[src/rtl/regbank_rmw_ctrl.sv]
// -----------------------------------------------------------------------------
// regbank_rmw_ctrl
// Command-driven read-modify-write initiator for a small register bank.
// It accepts one command per cmd handshake. It reads two bank registers,
// computes ADD/SUB/AND/LDI, writes the result back for one cycle, and then
// presents the result on the response channel.
//
// Handshakes: a transfer happens on a rising clk edge where valid && ready are
// both 1. Valid may not depend on ready. The payload is held stable while
// valid is high and ready is low.
//
// Ports
//   clk, rst_n             clock (shared with the bank), async active-low reset
//   cmd_valid/cmd_ready    command handshake
//   cmd_op                 00 ADD, 01 SUB, 10 AND, 11 LDI
//   cmd_src1/src2/dst      operand and destination register addresses
//   cmd_imm                immediate for LDI
//   rsp_valid/rsp_ready    response handshake
//   rsp_data/carry/zero    written value, carry (ADD) / borrow (SUB), zero flag
//   rb_ra1/rb_ra2          bank read addresses
//   rb_rdata1/rb_rdata2    bank read data, combinational from the read addresses
//   rb_wa/rb_write/rb_wdata bank write port
//   dbg_state              current FSM state, for observation only
// -----------------------------------------------------------------------------
module regbank_rmw_ctrl #(
   parameter int DW = 32,
   parameter int AW = 2
) (
   input  logic          clk,
   input  logic          rst_n,
   input  logic          cmd_valid,
   output logic          cmd_ready,
   input  logic [1:0]    cmd_op,
   input  logic [AW-1:0] cmd_src1,
   input  logic [AW-1:0] cmd_src2,
   input  logic [AW-1:0] cmd_dst,
   input  logic [DW-1:0] cmd_imm,
   output logic          rsp_valid,
   input  logic          rsp_ready,
   output logic [DW-1:0] rsp_data,
   output logic          rsp_carry,
   output logic          rsp_zero,
   output logic [AW-1:0] rb_ra1,
   output logic [AW-1:0] rb_ra2,
   output logic [AW-1:0] rb_wa,
   output logic          rb_write,
   output logic [DW-1:0] rb_wdata,
   input  logic [DW-1:0] rb_rdata1,
   input  logic [DW-1:0] rb_rdata2,
   output logic [2:0]    dbg_state
);

   typedef enum logic [2:0] {
      S_IDLE  = 3'd0,
      S_READ  = 3'd1,
      S_EXEC  = 3'd2,
      S_WRITE = 3'd3,
      S_RESP  = 3'd4
   } state_e;

   localparam logic [1:0] OP_ADD = 2'b00;
   localparam logic [1:0] OP_SUB = 2'b01;
   localparam logic [1:0] OP_AND = 2'b10;
   localparam logic [1:0] OP_LDI = 2'b11;

   state_e        state_q, state_d;
   logic [1:0]    op_q, op_d;
   logic [AW-1:0] src1_q, src1_d;
   logic [AW-1:0] src2_q, src2_d;
   logic [AW-1:0] dst_q, dst_d;
   logic [DW-1:0] imm_q, imm_d;
   logic [DW-1:0] op1_q, op1_d;
   logic [DW-1:0] op2_q, op2_d;
   logic [DW-1:0] result_q, result_d;
   logic          carry_q, carry_d;
   logic          zero_q, zero_d;

   // The extra top bit carries the ADD carry-out. For SUB it is the borrow,
   // which is set exactly when op1 < op2 (unsigned).
   logic [DW:0]   alu;

   always_comb begin
      alu = '0;
      case (op_q)
         OP_ADD:  alu = {1'b0, op1_q} + {1'b0, op2_q};
         OP_SUB:  alu = {1'b0, op1_q} - {1'b0, op2_q};
         OP_AND:  alu = {1'b0, op1_q & op2_q};
         OP_LDI:  alu = {1'b0, imm_q};
         default: alu = '0;
      endcase
   end

   always_comb begin
      state_d  = state_q;
      op_d     = op_q;
      src1_d   = src1_q;
      src2_d   = src2_q;
      dst_d    = dst_q;
      imm_d    = imm_q;
      op1_d    = op1_q;
      op2_d    = op2_q;
      result_d = result_q;
      carry_d  = carry_q;
      zero_d   = zero_q;
      case (state_q)
         S_IDLE: begin
            if (cmd_valid) begin
               op_d    = cmd_op;
               src1_d  = cmd_src1;
               src2_d  = cmd_src2;
               dst_d   = cmd_dst;
               imm_d   = cmd_imm;
               state_d = S_READ;
            end
         end
         S_READ: begin
            // The read addresses have been stable all cycle, so the bank's
            // combinational data is settled by the closing edge.
            op1_d   = rb_rdata1;
            op2_d   = rb_rdata2;
            state_d = S_EXEC;
         end
         S_EXEC: begin
            result_d = alu[DW-1:0];
            carry_d  = alu[DW];
            zero_d   = (alu[DW-1:0] == '0);
            state_d  = S_WRITE;
         end
         S_WRITE: begin
            state_d = S_RESP;
         end
         S_RESP: begin
            if (rsp_ready) state_d = S_IDLE;
         end
         default: state_d = S_IDLE;
      endcase
   end

   always_ff @(posedge clk or negedge rst_n) begin
      if (!rst_n) begin
         state_q  <= S_IDLE;
         op_q     <= '0;
         src1_q   <= '0;
         src2_q   <= '0;
         dst_q    <= '0;
         imm_q    <= '0;
         op1_q    <= '0;
         op2_q    <= '0;
         result_q <= '0;
         carry_q  <= 1'b0;
         zero_q   <= 1'b0;
      end else begin
         state_q  <= state_d;
         op_q     <= op_d;
         src1_q   <= src1_d;
         src2_q   <= src2_d;
         dst_q    <= dst_d;
         imm_q    <= imm_d;
         op1_q    <= op1_d;
         op2_q    <= op2_d;
         result_q <= result_d;
         carry_q  <= carry_d;
         zero_q   <= zero_d;
      end
   end

   // The control strobes decode straight from the state register. A reset
   // forces IDLE asynchronously, so rb_write falls at once and no bank write
   // can happen at the next edge.
   assign cmd_ready = (state_q == S_IDLE);
   assign rsp_valid = (state_q == S_RESP);
   assign rb_write  = (state_q == S_WRITE);

   assign rb_ra1    = src1_q;
   assign rb_ra2    = src2_q;
   assign rb_wa     = dst_q;
   assign rb_wdata  = result_q;
   assign rsp_data  = result_q;
   assign rsp_carry = carry_q;
   assign rsp_zero  = zero_q;
   assign dbg_state = state_q;

endmodule

[config.mk]
export PLATFORM = sky130hd
export DESIGN_NAME = regbank_rmw_ctrl
export DESIGN_NICKNAME = d
export VERILOG_FILES = /design/src/rtl/regbank_rmw_ctrl.sv
export SDC_FILE = /design/constraint.sdc
export NUM_CORES = 1
export LEC_CHECK = 0
export BUFFER_PORTS_ARGS = -buffer_cell sky130_fd_sc_hd__clkbuf_2
export CORE_ASPECT_RATIO = 1.75
export CORE_UTILIZATION = 50
export CTS_BUF_LIST = sky130_fd_sc_hd__clkbuf_4 sky130_fd_sc_hd__clkbuf_8
export DETAILED_ROUTE_END_ITERATION = 8
export PLACE_DENSITY_LB_ADDON = 0.1
export RECOVER_POWER = 100
export SETUP_SLACK_MARGIN = 0.2
export SLEW_MARGIN = 20
export SYNTH_ARGS = -nofsm -noshare
export SYNTH_HDL_FRONTEND = slang
export SYNTH_SLANG_ARGS = --single-unit
export TNS_END_PERCENT = 1
[constraint.sdc]
create_clock -name clk -period 7 [get_ports clk]
set_clock_uncertainty 0.1 [all_clocks]
set_input_delay 1.75 -clock clk [delete_from_list [all_inputs] [get_ports clk]]
set_output_delay 1.75 -clock clk [all_outputs]
set_load 0.01 [all_outputs]
==> flow_summary.json <==
{
  "clock-root-buffer": "clkbuf_8",
  "ctsLongestPathBuffers": 2,
  "ys.flop_type": "dfrtp_1",
  "setup_viol": 0,
  "hold_buffers": 0,
  "syn_inst": 946,
  "crit_buf_inv": 0,
  "nNetsFinal": 1211,
  "r2r_setup_slack_ps": 1240,
  "max_cap_violations": 4,
  "yosys_register_bits": 141,
  "grt_pass1_wl_mm": 39.0,
  "synthAdderAreaFrac_pct": 4.99,
  "synth-compound-area-share_pct": 16.3,
  "violations": "max-capacitance violations, max-slew violations",
  "initial_core_util_pct": 51.1,
  "die_h_um": 179,
  "syn_nets": 1089,
  "io_pins": 186,
  "worstPathCellList": "or4_1, nor2_1, nand2_1, nor4_1, nand2_1, o21ai_0, xor2_1, ha_1, nand4_1, nor4_1, o211ai_1, and4b_1, o31ai_1, mux2_4, or4_1, nand4bb_1, nor4_1, a21o_1",
  "yosys.area_share.simple_pct": 15.8,
  "min_period_ps": 5760,
  "clkSinkCount": 141,
  "wire_per_inst_um": 19.7,
  "cts_max_level": 4,
  "vias_per_cell": 5.69,
  "rows": 64,
  "netlist_area_um2": 8930,
  "critical_path.max_stage_delay_ps": 640,
  "crit_path_top_delay_cell": "nor4_1",
  "cts_tree": "done",
  "start_kind": "flip-flop",
  "synth.distinct_cells": 73,
  "totalWireLength_mm": 25.8,
  "critical-path-top-delay-family": "simple AND/OR/NAND/NOR gates",
  "synth_top_family_by_area": "compound AO/OA/AOI/OAI gates",
  "synth_seq_area_share_pct": 39.5,
  "tns_ps": 0,
  "numCtsBuffers": 17,
  "diodes": 0,
  "core_area_um2": 17500,
  "syn_to_final_growth_pct": 12.3,
  "cts.clk_slew.worst_paths_ps": 80,
  "rsz0062_at_grt": "false",
  "grt_pass1_vias": 7345,
  "first_pass_iters": 4,
  "timing.rr.start": "op2_q[7]",
  "r2r_end": "rsp_zero",
  "hp-class": "flip-flop to flip-flop",
  "grt_util_all_layers_pct": 29.3,
  "synth_edf_count": 0,
  "post_cts_buffers": 0,
  "grt_overflow": 0,
  "final_common_cell": "dfrtp_1",
  "crit_required_ps": 7310,
  "utilization_pct": 57.5,
  "async_flop_share_pct": 100,
  "rr_worst_depth": 18,
  "crit_fanout": 7,
  "antenna_left": 0,
  "max_slew_margin_pct": -140,
  "antenna_found_initial": 0,
  "fmax_mhz": 174,
  "endpoint_kind": "flip-flop",
  "fp.dieW_um": 103,
  "synth_mux_area_share_pct": 13.4,
  "hold_viol": 0,
  "maxSlewViolCount": 236,
  "placement.io_buffers": 185,
  "synth_area_per_cell_um2": 9.44,
  "crit_arrival_ps": 6070,
  "status": "finished with violations",
  "hp-start": "rsp_carry",
  "drc": 0,
  "post_cts_resized": 0,
  "final_layout_size_suffix_gt1_share_pct": 23.3,
  "worstSkewPairLatency_ps": 470,
  "place_hpwl_mm": 20.3,
  "worst_pin_slew_ps": 3600,
  "final_cell_mix": "141 x dfrtp_1, 125 x nand2_1, 106 x clkbuf_2, 100 x mux2_2, 81 x clkbuf_1",
  "crit_type": "flip-flop to flip-flop",
  "min_path_cells": 2,
  "final.period_utilization_pct": 82.3,
  "synth-xor-area-share_pct": 4.32,
  "gp_congestion": 0.909,
  "dieArea_um2": 18400,
  "grt_max_degree": 83,
  "worstHoldEndpoint": "rsp_carry",
  "vias": 7463,
  "fill_cells": 1750,
  "cp_common_cell": "nor4_1",
  "drtIter0Drc": 313,
  "ys_warn_count": 0
}
[cells in the mapped netlist (all sizes together), types with 3 or more instances]
master	instances	share of area (%)
o21a	11	0.93
xnor2	26	2.6
o211ai	20	1.7
xor2	18	1.8
a21oi	56	3.2
nor2b	5	0.35
nand3	11	0.62
or3	4	0.28
clkbuf	48	2.0
o41ai	3	0.29
a211oi	12	1.1
mux2i	4	0.45
o211a	3	0.34
nor2	67	2.8
nand2b	5	0.35
nor4b	6	0.59
o31ai	7	0.59
ha	34	4.8
nor3b	8	0.67
nand4	16	1.1
buf	41	3.2
and2	3	0.21
or4	5	0.46
nor3	15	0.84
mux2	102	13
o22ai	3	0.21
a31oi	3	0.21
nor4	7	0.56
a21o	16	1.3
o21bai	4	0.46
a311oi	3	0.29
and3	5	0.35
o21ai	63	3.5
dfrtp	141	40
nand2	125	5.3
inv	12	0.50
[state kept, by name (all words and copies together) (netlist names)]
signal and flops:
op1_q 32, rb_wdata 32, op_q 2, op2_q 32
rb_ra2 2, rb_ra1 2, rsp_zero 1, dbg_state 3
imm_q 32, rb_wa 2, rsp_carry 1
[tightest hold or removal path, delay by kind of cell (launching register included)]
kind	cells	cell delay (ps)
AND/OR/NAND/NOR	1	50
flip-flops	1	350
AO/OA/AOI/OAI	1	50
[worst max-delay path by stage]
stage	startpoint	endpoint	cells after the start
3_5_place_dp	op2_q[7]	rsp_zero	18
5_1_grt	op2_q[1]	rsp_zero	20
2_1_floorplan	op_q[1]	rsp_zero	21
4_1_cts	op2_q[7]	rsp_zero	18
6_report	op2_q[7]	rsp_zero	18
3_3_place_gp	op2_q[7]	rsp_zero	18
[final cells by class]
type | instances | area, µm² | area share (%)
tap | 231 | 289 | 2.88
timing repair buffer | 192 | 876 | 8.73
clock buffer | 22 | 284 | 2.83
clock inverter | 9 | 136 | 1.36
multi-input combinational | 704 | 4870 | 48.6
sequential | 141 | 3530 | 35.2
inverter | 12 | 45.0 | 0.449
[cell families after synthesis]
logic type / after synthesis
DFF: 141
and+or+nand+nor: 295
adders and majority gates: 35
xor gates and xnor gates: 44
muxes: 106
AOI/OAI and AO/OA: 224
buffers and inverters: 101
[metal layers]
| layer | up-vias | wire (µm) | global-route usage [%] |
|---|---|---|---|
| li1 | 3620 | - | - |
| met1 | 3587 | 8390 | 27.2 |
| met2 | 191 | 15200 | 57.0 |
| met3 | 65 | 687 | 4.52 |
| met4 | 0 | 1560 | 18.9 |
| met5 | - | 0 | 0 |
[stage by stage]
step	cell area (µm²)	hold slack (ps)	cells	setup WS (ps)
6_report	10000	388	1311	1240
4_1_cts	10200	395	1311	1590
2_1_floorplan	8930	380	946	1980
3_3_place_gp	9740	365	1280	1810
3_5_place_dp	9740	377	1280	1610
5_1_grt	10000	427	1311	786
Power is left out: the tool's default activity adds up to more than one toggle a clock period on the data nets, which glitch-free logic cannot reach.
